==> config.mk <==
export PLATFORM = sky130hd
export DESIGN_NAME = servo_frame_scheduler_flat
export DESIGN_NICKNAME = d
export VERILOG_FILES = /design/src/rtl/servo_pkg.sv /design/src/rtl/servo_frame_scheduler_if.sv /design/src/rtl/us_tick_gen.sv /design/src/rtl/servo_frame_scheduler.sv /design/src/flat_wrapper.sv
export SDC_FILE = /design/constraint.sdc
export NUM_CORES = 1
export LEC_CHECK = 0
export BUFFER_PORTS_ARGS = -buffer_cell sky130_fd_sc_hd__buf_4
export CORE_MARGIN = 10
export CORE_UTILIZATION = 62
export DETAILED_ROUTE_END_ITERATION = 6
export PLACE_DENSITY = 0.87
export SYNTH_ARGS = -nofsm -noshare
export SYNTH_HDL_FRONTEND = slang
export SYNTH_SLANG_ARGS = --single-unit
export TNS_END_PERCENT = 20
==> constraint.sdc <==
create_clock -name clk -period 3.3 [get_ports clk]
set_input_delay 0.495 -clock clk [delete_from_list [all_inputs] [get_ports clk]]
set_output_delay 0.495 -clock clk [all_outputs]
set_load 0.03 [all_outputs]
==> src/rtl/servo_pkg.sv <==
// Shared constants, scheduler state type and the pulse-width clamp used by the servo path.
package servo_pkg;

  localparam int unsigned CLK_FREQ_HZ = 25_000_000;
  localparam int unsigned FRAME_US    = 20000;
  localparam int unsigned MIN_US      = 500;
  localparam int unsigned MAX_US      = 2500;
  localparam int unsigned CENTER_US   = 1500;

  typedef enum logic [1:0] {
    StLoad,
    StPulse,
    StGap
  } sched_state_e;

  function automatic logic [15:0] clamp_us(input logic [15:0] us,
                                           input logic [15:0] lo,
                                           input logic [15:0] hi);
    if (us < lo) return lo;
    if (us > hi) return hi;
    return us;
  endfunction

endpackage

==> src/rtl/servo_frame_scheduler_if.sv <==
// Pulse-width command write port: valid/ready handshake plus the clamp indication.
interface servo_frame_scheduler_if #(
  parameter int unsigned SEL_W = 2
);
  logic             cmd_valid;
  logic             cmd_ready;
  logic [SEL_W-1:0] cmd_sel;
  logic [15:0]      cmd_us;
  logic             cmd_clamped;

  modport master (output cmd_valid, cmd_sel, cmd_us, input cmd_ready, cmd_clamped);
  modport slave  (input cmd_valid, cmd_sel, cmd_us, output cmd_ready, cmd_clamped);
endinterface

==> src/rtl/us_tick_gen.sv <==
// Microsecond prescaler: tick on the terminal count, pre-tick one cycle before it.
module us_tick_gen #(
  parameter int unsigned TICKS_PER_US = 25
) (
  input  logic clk,
  input  logic rst_n,
  input  logic clr_i,
  output logic us_tick_o,
  output logic pre_tick_o
);
  localparam int unsigned PW = (TICKS_PER_US > 1) ? $clog2(TICKS_PER_US) : 1;

  logic [PW-1:0] presc_q, presc_d;

  assign us_tick_o = (presc_q == PW'(TICKS_PER_US - 1));

  // With one tick per cycle every cycle precedes a tick.
  if (TICKS_PER_US == 1) begin : g_pre_one
    assign pre_tick_o = 1'b1;
  end else begin : g_pre_cnt
    assign pre_tick_o = (presc_q == PW'(TICKS_PER_US - 2));
  end

  always_comb begin
    presc_d = presc_q + PW'(1);
    if (clr_i || us_tick_o) presc_d = '0;
  end

  always_ff @(posedge clk or negedge rst_n) begin
    if (!rst_n) presc_q <= '0;
    else        presc_q <= presc_d;
  end

endmodule

==> src/rtl/servo_frame_scheduler.sv <==
// Slot-based servo PWM scheduler: one shared us timebase, one pulse per slot per frame,
// commands staged in pending registers and copied to shadow registers at each frame start.
module servo_frame_scheduler #(
  parameter int unsigned CLK_FREQ_HZ = servo_pkg::CLK_FREQ_HZ,
  parameter int unsigned NUM_SERVOS  = 4,
  parameter int unsigned FRAME_US    = servo_pkg::FRAME_US,
  parameter int unsigned SLOT_US     = FRAME_US / NUM_SERVOS,
  parameter int unsigned MIN_US      = servo_pkg::MIN_US,
  parameter int unsigned MAX_US      = servo_pkg::MAX_US,
  parameter int unsigned CENTER_US   = servo_pkg::CENTER_US
) (
  input  logic                          clk,
  input  logic                          rst_n,
  servo_frame_scheduler_if.slave        cmd_if,
  output logic                          frame_start,
  output logic [$clog2(NUM_SERVOS)-1:0] active_slot,
  output logic [NUM_SERVOS-1:0]         servo_pwm
);
  import servo_pkg::*;

  localparam int unsigned TICKS_PER_US = CLK_FREQ_HZ / 1_000_000;
  localparam int unsigned SelW         = $clog2(NUM_SERVOS);
  localparam logic [15:0] MinUs        = 16'(MIN_US);
  localparam logic [15:0] MaxUs        = 16'(MAX_US);
  localparam logic [15:0] CenterUs     = 16'(CENTER_US);
  localparam logic [15:0] SlotUs       = 16'(SLOT_US);
  // LOAD replaces the final cycle of the frame, so leave the last slot one cycle early.
  localparam logic [15:0] LastUs       = (TICKS_PER_US == 1) ? 16'(SLOT_US - 2) :
                                                               16'(SLOT_US - 1);
  localparam logic [SelW-1:0] LastSlot = SelW'(NUM_SERVOS - 1);

  sched_state_e         state_q, state_d;
  logic [15:0]          us_cnt_q, us_cnt_d;
  logic [SelW-1:0]      slot_q, slot_d;
  logic [15:0]          pending_q [NUM_SERVOS];
  logic [15:0]          pending_d [NUM_SERVOS];
  logic [15:0]          shadow_q  [NUM_SERVOS];
  logic [15:0]          shadow_d  [NUM_SERVOS];
  logic                 frame_start_q, frame_start_d;
  logic                 cmd_ready_q, cmd_ready_d;
  logic                 cmd_clamped_q, cmd_clamped_d;
  logic [NUM_SERVOS-1:0] pwm_q, pwm_d;
  logic                 presc_clr, us_tick, pre_tick;

  us_tick_gen #(
    .TICKS_PER_US(TICKS_PER_US)
  ) u_us_tick_gen (
    .clk       (clk),
    .rst_n     (rst_n),
    .clr_i     (presc_clr),
    .us_tick_o (us_tick),
    .pre_tick_o(pre_tick)
  );

  always_comb begin
    state_d   = state_q;
    us_cnt_d  = us_cnt_q;
    slot_d    = slot_q;
    shadow_d  = shadow_q;
    presc_clr = 1'b0;
    unique case (state_q)
      StLoad: begin
        presc_clr = 1'b1;
        us_cnt_d  = '0;
        slot_d    = '0;
        // Straight out of reset LOAD is held one extra cycle so it is flagged by frame_start.
        if (frame_start_q) begin
          shadow_d = pending_q;
          state_d  = StPulse;
        end
      end
      StPulse: begin
        if (us_tick) begin
          us_cnt_d = us_cnt_q + 16'd1;
          if (us_cnt_d == shadow_q[slot_q]) state_d = StGap;
        end
      end
      StGap: begin
        if (slot_q == LastSlot && us_cnt_q == LastUs && pre_tick) begin
          state_d  = StLoad;
          us_cnt_d = '0;
          slot_d   = '0;
        end else if (us_tick) begin
          if (us_cnt_q + 16'd1 == SlotUs) begin
            us_cnt_d = '0;
            slot_d   = slot_q + SelW'(1);
            state_d  = StPulse;
          end else begin
            us_cnt_d = us_cnt_q + 16'd1;
          end
        end
      end
      default: state_d = StLoad;
    endcase
  end

  always_comb begin
    pending_d     = pending_q;
    cmd_clamped_d = 1'b0;
    if (cmd_if.cmd_valid && cmd_ready_q && (32'(cmd_if.cmd_sel) < NUM_SERVOS)) begin
      pending_d[cmd_if.cmd_sel] = clamp_us(cmd_if.cmd_us, MinUs, MaxUs);
      cmd_clamped_d = (cmd_if.cmd_us < MinUs) || (cmd_if.cmd_us > MaxUs);
    end
  end

  always_comb begin
    frame_start_d = (state_d == StLoad);
    cmd_ready_d   = (state_d != StLoad);
    for (int k = 0; k < NUM_SERVOS; k++) begin
      pwm_d[k] = (state_d == StPulse) && (slot_d == SelW'(k));
    end
  end

  always_ff @(posedge clk or negedge rst_n) begin
    if (!rst_n) begin
      state_q       <= StLoad;
      us_cnt_q      <= '0;
      slot_q        <= '0;
      pending_q     <= '{default: CenterUs};
      shadow_q      <= '{default: CenterUs};
      frame_start_q <= 1'b0;
      cmd_ready_q   <= 1'b0;
      cmd_clamped_q <= 1'b0;
      pwm_q         <= '0;
    end else begin
      state_q       <= state_d;
      us_cnt_q      <= us_cnt_d;
      slot_q        <= slot_d;
      pending_q     <= pending_d;
      shadow_q      <= shadow_d;
      frame_start_q <= frame_start_d;
      cmd_ready_q   <= cmd_ready_d;
      cmd_clamped_q <= cmd_clamped_d;
      pwm_q         <= pwm_d;
    end
  end

  assign cmd_if.cmd_ready   = cmd_ready_q;
  assign cmd_if.cmd_clamped = cmd_clamped_q;
  assign frame_start        = frame_start_q;
  assign active_slot        = slot_q;
  assign servo_pwm          = pwm_q;

endmodule

==> src/flat_wrapper.sv <==
// flat-port wrapper written by rule: the top's interface ports become plain ports
module servo_frame_scheduler_flat import servo_pkg::*;
#(
  parameter int unsigned CLK_FREQ_HZ = servo_pkg::CLK_FREQ_HZ,
  parameter int unsigned NUM_SERVOS  = 4,
  parameter int unsigned FRAME_US    = servo_pkg::FRAME_US,
  parameter int unsigned SLOT_US     = FRAME_US / NUM_SERVOS,
  parameter int unsigned MIN_US      = servo_pkg::MIN_US,
  parameter int unsigned MAX_US      = servo_pkg::MAX_US,
  parameter int unsigned CENTER_US   = servo_pkg::CENTER_US
)
  (clk, rst_n, frame_start, active_slot, servo_pwm, cmd_if_cmd_valid, cmd_if_cmd_sel, cmd_if_cmd_us, cmd_if_cmd_ready, cmd_if_cmd_clamped);
  servo_frame_scheduler_if cmd_if_i ();
  input  logic clk;
  input  logic rst_n;
  output logic frame_start;
  output logic [$clog2(NUM_SERVOS)-1:0] active_slot;
  output logic [NUM_SERVOS-1:0] servo_pwm;
  input wire logic [$bits(cmd_if_i.cmd_valid)-1:0] cmd_if_cmd_valid;
  input wire logic [$bits(cmd_if_i.cmd_sel)-1:0] cmd_if_cmd_sel;
  input wire logic [$bits(cmd_if_i.cmd_us)-1:0] cmd_if_cmd_us;
  output wire logic [$bits(cmd_if_i.cmd_ready)-1:0] cmd_if_cmd_ready;
  output wire logic [$bits(cmd_if_i.cmd_clamped)-1:0] cmd_if_cmd_clamped;
  assign cmd_if_i.cmd_valid = cmd_if_cmd_valid;
  assign cmd_if_i.cmd_sel = cmd_if_cmd_sel;
  assign cmd_if_i.cmd_us = cmd_if_cmd_us;
  assign cmd_if_cmd_ready = cmd_if_i.cmd_ready;
  assign cmd_if_cmd_clamped = cmd_if_i.cmd_clamped;
  servo_frame_scheduler #(.CLK_FREQ_HZ(CLK_FREQ_HZ), .NUM_SERVOS(NUM_SERVOS), .FRAME_US(FRAME_US), .SLOT_US(SLOT_US), .MIN_US(MIN_US), .MAX_US(MAX_US), .CENTER_US(CENTER_US)) u_core (.clk(clk), .rst_n(rst_n), .cmd_if(cmd_if_i), .frame_start(frame_start), .active_slot(active_slot), .servo_pwm(servo_pwm));
endmodule
# Word level (Yosys, flattened, before mapping)
# Index checks and enable logic that the tools add are counted.
classes:
  shifts: 0
  reduce_logical: 17
  n_mux: 35
  add_sub_neg: 3
  eq_ne: 14
  n_bitwise: 2
  magnitude_cmp: 5
  mul: 0
  div_mod_pow: 0
ops:
  columns: ["cell", "count"]
  rows:
  - ["$mux 16", 12]
  - ["$bwmux 64", 1]
  - ["$pmux 16 s3", 1]
  - ["$bmux 16 s2", 1]
  - ["$demux 16 s2", 1]
  - ["$eq 16x13->1 const B", 2]
  - ["$mux 2", 9]
  - ["$add 16x1->16 const B", 1]
  - ["$eq 16x16->1", 1]
  - ["$gt 16x12->1 const B", 1]
  - ["$lt 16x9->1 const B", 1]
  - ["$eq 5x5->1 const B", 2]
  - ["$eq 2x2->1 const B", 4]
  - ["$logic_and 1x1->1", 8]
  - ["$mux 1", 7]
  - ["$eq 2x1->1 const B", 3]
  - ["$ge 3x3->1 const B", 2]
  - ["$logic_not 2->1", 3]
  - ["$not 2->3", 2]
  - ["$pmux 2 s3", 1]
  - ["$add 5x1->5 const B", 1]
  - ["$mux 5", 1]
  - ["$pmux 2 s2", 1]
  - ["$lt 3x1->1 const B", 1]
  - ["other kinds (8)", 9]
word_totals:
  romBits: 0
  latch_bits: 0
  ramBits: 0
  inputBits: 21
  elab_cells: 92
  register_bits: 160
  n_memories: 0
  output_inout_bits: 9

# Logic depth before layout (Yosys ltp)
depth:
  word_depth: 10
  mapped_depth: 11
  mapped_depth_nobuf: 9

# By module
# From an unflattened synthesis, not the netlist that was laid out.
hier_totals:
  cells_unflattened: 627
  area_unflattened_um2: 7528.5
by_module_without_submodules:
  columns: ["mod", "seq_area_each_um2", "area_per_inst_um2", "cells_per_inst", "n_inst"]
  rows:
  - ["servo_frame_scheduler", 3948.8, 7223.2, 603, 1]
  - ["us_tick_gen", 125.1, 305.3, 24, 1]

# Least setup slack after synthesis
# OpenSTA, ideal clock, no wires.
synth_timing:
  kind: "register to register"
  from: "reg u_core.slot_q[0] (netlist: u_core.active_slot[0])"
  to: "reg u_core.frame_start_q (netlist: u_core.frame_start)"
  path_stages_with_launch: 10
  t_required_ns: 3.181
  path_buffers: 1
  synth_period_minus_slack_ns: 2.829
  slack_ns: 0.471
  setup_ns: 0.119
  t_arrival_ns: 2.710
  cell_sequence: "dfrtp_1 > buf_6 > mux4_2 > xnor2_1 > or3_1 > a31o_1 > nor4_4 > a31oi_1 > a211o_1 > and2_1"
synth_via:
  elab_chain_cells: 9
  word_cells_on_any_way: 13
  classes_between: "eq/ne: 2; mux: 7; bitwise: 1; reduce/logical: 3"
synth_lines:
  columns: ["element", "line", "text"]
  rows:
  - ["from (decl)", "servo_frame_scheduler.sv:34", "logic [SelW-1:0] slot_q, slot_d;"]
  - ["from (signal assigned)", "servo_frame_scheduler.sv:128", "slot_q <= slot_d;"]
  - ["$not 2->3 (implied by the code)", "servo_frame_scheduler.sv:75", "if (us_cnt_d == shadow_q[slot_q]) state_d = StGap;"]
  - ["$bmux 16 s2", "servo_frame_scheduler.sv:75", null]
  - ["$mux 16 (implied by the code) (2 in a row)", "servo_frame_scheduler.sv:75", null]
  - ["$eq 16x16->1", "servo_frame_scheduler.sv:75", null]
  - ["$mux 2", "servo_frame_scheduler.sv:75", null]
  - ["$mux 2", "servo_frame_scheduler.sv:73", "if (us_tick) begin"]
  - ["$pmux 2 s3 (*)", "servo_frame_scheduler.sv:61", "unique case (state_q)"]
  - ["$logic_not 2->1 (*)", "servo_frame_scheduler.sv:107", "frame_start_d = (state_d == StLoad);"]
  - ["net u_core.frame_start_d", "servo_frame_scheduler.sv:39", "logic frame_start_q, frame_start_d;"]
  - ["to (signal assigned)", "servo_frame_scheduler.sv:131", "frame_start_q <= frame_start_d;"]
  - ["to (decl)", "servo_frame_scheduler.sv:39", null]
# Mark *: on every way through the listed nets, which the timed path passes. The rest lies on a longest branch. The select of a mux whose other input is x is not followed.
# A chain may end at the register's enable or synchronous reset.

# Final worst setup path
layout_timing:
  from: "reg u_core.us_cnt_q[1]"
  to: "reg u_core.pwm_q[3] (netlist: u_core.servo_pwm[3])"
layout_via:
  elab_chain_cells: 8
  word_cells_on_any_way: 19
  classes_between: "add/sub: 1; eq/ne: 5; mux: 10; reduce/logical: 3"
layout_lines:
  columns: ["element", "line", "text"]
  rows:
  - ["from (decl)", "servo_frame_scheduler.sv:33", "logic [15:0] us_cnt_q, us_cnt_d;"]
  - ["from (signal assigned)", "servo_frame_scheduler.sv:127", "us_cnt_q <= us_cnt_d;"]
  - ["$add 16x1->16", "servo_frame_scheduler.sv:74, servo_frame_scheduler.sv:84", null]
  - ["$eq 16x13->1", "servo_frame_scheduler.sv:84", "if (us_cnt_q + 16'd1 == SlotUs) begin"]
  - ["$mux 2", "servo_frame_scheduler.sv:84", null]
  - ["$mux 2", "servo_frame_scheduler.sv:83", "end else if (us_tick) begin"]
  - ["$mux 2", "servo_frame_scheduler.sv:79", "if (slot_q == LastSlot && us_cnt_q == LastUs && pre_tick) begin"]
  - ["$pmux 2 s3 / $pmux 2 s2 (equally long branches)", "servo_frame_scheduler.sv:61", null]
  - ["$eq 2x1->1 / $eq 2x2->1 (equally long branches)", "servo_frame_scheduler.sv:110", "pwm_d[k] = (state_d == StPulse) && (slot_d == SelW'(k));"]
  - ["$logic_and 1x1->1 (*)", "servo_frame_scheduler.sv:110", null]
  - ["net u_core.pwm_d[3]", "servo_frame_scheduler.sv:42", "logic [NUM_SERVOS-1:0] pwm_q, pwm_d;"]
  - ["to (signal assigned)", "servo_frame_scheduler.sv:134", "pwm_q <= pwm_d;"]
  - ["to (decl)", "servo_frame_scheduler.sv:42", null]
# Mark *: on every way through the listed nets, which the timed path passes. The rest lies on a longest branch.

==> flow_summary_export.csv <==
group,metric,value,unit
die,num_rows,40,
power_and_ir_drop,power_density,487,nW/um^2
power_and_ir_drop,swShare,22.2,%
layout,area_growth,12.3,%
drt,via_count,5137,
setup_path,rr_worst_depth,9,
global_routing,grt_pass1_wl,27700,um
sta,slew_violations,0,
drt,avgViaCountPerCell,6.30,
power_and_ir_drop,pwr-share-comb,3.3,%
power_and_ir_drop,seq_power_share,50.1,%
power_and_ir_drop,power_frac_clock,46.7,%
clock_tree,cts.htree.levels,4,
sta,relSlewSlack,26.6,%
global_routing,track_usage,21.1,%
placed_design,port-buffer-count,29,
yosys,syn-cell-area,7540,um^2
clock_tree,clk_latency,0.43,ns
layout,antenna_cells,0,
setup_path,r2r_start,"u_core.us_cnt_q[1]",
sta,setup_viol,0,
global_routing,antenna_found_initial,0,
layout,layout-drive-gt1-share,33.5,%
setup_path,critPathCaptureType,"flop",
flow_run,cap_violations,0,
sta,period_minus_slack,3.09,ns
yosys,yosysSeqAreaShare,54.0,%
yosys,synth_area_leaders,"dfrtp_1, dfstp_2, mux2_2",
global_routing,grt_pass1_vias,5333,
power_and_ir_drop,ir_drop,0.453,mV
sta,grt_setup_unrepaired,"false",
power_and_ir_drop,intPower,0.00321,W
sta,worstMarginPinSlew,1.10,ns
yosys,synth_top_area_share,34.5,%
yosys,synth_ff_type,"dfrtp_1",
run_status,status,"finished, final reports clean",
drt,postRouteWirelength,17000,um
drt,ant_nets,0,
setup_path,path_max_fanout,8,
clock_tree,clkTransAtPathRegs,0.06,ns
clock_tree,post_cts_buffers,0,
worst_hold_path,hold_class,"in -> async",
setup_path,arrival,3.40,ns
die,start_util,63.1,%
placed_design,hpwl,11300,um
drt,drc,0,
drt,first_iter_violations,457,
sta,post-route-period-util,93.5,%
setup_path,r2r_end,"u_core.servo_pwm[3]",
die,die_width,130,um
setup_path,crit_required,3.62,ns
die,dieArea,17000,um^2
yosys,yosys_warnings,0,
die,dieHeight,130,um
drt,wl_per_cell,20.8,um
die,core,12000,um^2
yosys,syn_inst,631,
sta,hold_violations,0,
clock_tree,cts.sinks,160,
setup_path,path_class,"reg -> reg",
clock_tree,clock-root-buffer,"clkbuf_16",
sta,clock_skew,0.00710,ns
yosys,syn_nets,660,
clock_tree,cts_made_buffers,17,
clock_tree,clock_path_buffers,2,
yosys,ys_ff_latch,160,
yosys,synth_edf_count,0,
yosys,synthTopCellsByCount,"dfrtp_1, nand2_1, mux2_2",
setup_path,start_kind,"flop",
yosys,synth.most_common_cell,"dfrtp_1",
global_routing,global_route.overflow_total,0,
layout,fin_util,70.8,%
power_and_ir_drop,leakagePower,3.83,nW
layout,fill_cells,739,
yosys,syn_area_per_cell,12.0,um^2
setup_path,regToRegSetupSlack,0.21,ns
yosys,async_flop_share,100,%
yosys,synth.distinct_cells,65,
sta,timing.setup.tns,0,ns
sta,fmax,324,MHz
layout,nets,685,
yosys,synth_top_area_cell,"dfrtp_1",
drt,first_pass_iters,6,
global_routing,grt_start_max_net_pins,101,
placed_design,place.gp.congestion,0.979,
clock_tree,cts_tree,"done",
power_and_ir_drop,p_switching,0.000918,W
die,boundaryPins,30,
cell families (layout without fill, tap and decap cells):
family / after synthesis / after routing / share of synthesized area [%]
fa+ha+maj: 8 / 8 / 1.33
xor+xnor: 27 / 27 / 3.68
flops: 160 / 160 / 54.0
mux: 83 / 83 / 14.9
simple gates: 187 / 187 / 13.4
compound gates: 118 / 118 / 9.69
buf+inv: 48 / 86 / 2.95
registers in the layout, summed over array words and instances (netlist names):
name,count
u_core.shadow_q,64
u_core.cmd_if.cmd_ready,1
u_core.us_cnt_q,16
u_core.active_slot,2
u_core.pending_q,64
u_core.frame_start,1
u_core.servo_pwm,4
u_core.state_q,2
u_core.u_us_tick_gen.presc_q,5
u_core.cmd_if.cmd_clamped,1
final cells by class:
class	count	area, um^2	area share (%)
Clock buffer	20	479	5.66
Sequential cell	160	4080	48.1
Tap cell	147	184	2.17
Clock inverter	12	103	1.21
Multi-Input combinational cell	423	3250	38.4
Timing Repair Buffer	41	324	3.83
Inverter	13	48.8	0.576
stage by stage:
step | worst slack (ns) | hold slack (ns) | std cells | power (W) | area (um^2)
global placement | 0.330 | 0.457 | 784 | 0.00222 | 7880
detailed placement | 0.259 | 0.465 | 784 | 0.00223 | 7880
CTS | 0.154 | 0.202 | 816 | 0.00414 | 8460
global route | 0.00984 | 0.236 | 816 | 0.00426 | 8470
floorplan | 0.471 | 0.199 | 631 | 0.00214 | 7540
finish | 0.213 | 0.174 | 816 | 0.00413 | 8470
placed cells by master (no fill, tap or decap), types with 16 or more instances in the layout:
cell type    n
dfrtp_1    103
and2_1      21
nand2_1     77
nor2_1      23
mux2_2      65
buf_4       39
a21oi_1     16
o21ai_0     61
clkbuf_16   19
dfstp_2     56
per-layer routing:
| metal | vias to the layer above | routed length (um) | GRT usage [%] | part of all wire, % |
|---|---|---|---|---|
| met4 | 0 | 401 | 6.75 | 2.4 |
| met5 | - | 0 | 0 | 0 |
| met3 | 52 | 968 | 5.76 | 5.7 |
| li1 | 2306 | - | - | - |
| met1 | 2564 | 6940 | 25.5 | 41 |
| met2 | 215 | 8690 | 36.0 | 51 |
power by group through the flow:
stage	Clock (W)	Sequential (W)	Combinational, W
after detailed placement	0	0.00210	0.000135
after floorplan	0	0.00209	0.0000501
after global routing	0.00204	0.00207	0.000154
final	0.00193	0.00207	0.000134
after global placement	0	0.00209	0.000127
after CTS	0.00194	0.00207	0.000137
critical path, cell delays in order (launching register included):
cell and delay (ns):
dfrtp_1 0.51, ha_1 0.38, nand4_2 0.24, nor2_1 0.38, nand3_1 0.17, xnor3_1 0.40, nor3_1 0.30, a31oi_1 0.17
o211ai_2 0.22, and3b_1 0.20
timing repair:
item,4_1_cts,5_1_grt
gates resized for setup,0,2
hold endpoints to repair,0,0
setup endpoints to repair,0,9
hold buffers,0,0
how the worst max path moves through the flow:
stage / from / to / slack [ns] / depth (start not counted)
global placement: u_core.us_cnt_q[1] / u_core.frame_start / 0.33 / 9
finish: u_core.us_cnt_q[1] / u_core.servo_pwm[3] / 0.21 / 9
floorplan: u_core.active_slot[0] / u_core.frame_start / 0.47 / 9
detailed placement: u_core.us_cnt_q[1] / u_core.frame_start / 0.26 / 9
global route: u_core.us_cnt_q[0] / u_core.servo_pwm[2] / 0.01 / 9
CTS: u_core.active_slot[0] / u_core.servo_pwm[3] / 0.15 / 9
Note: power is estimated with default switching activity, not from simulation.
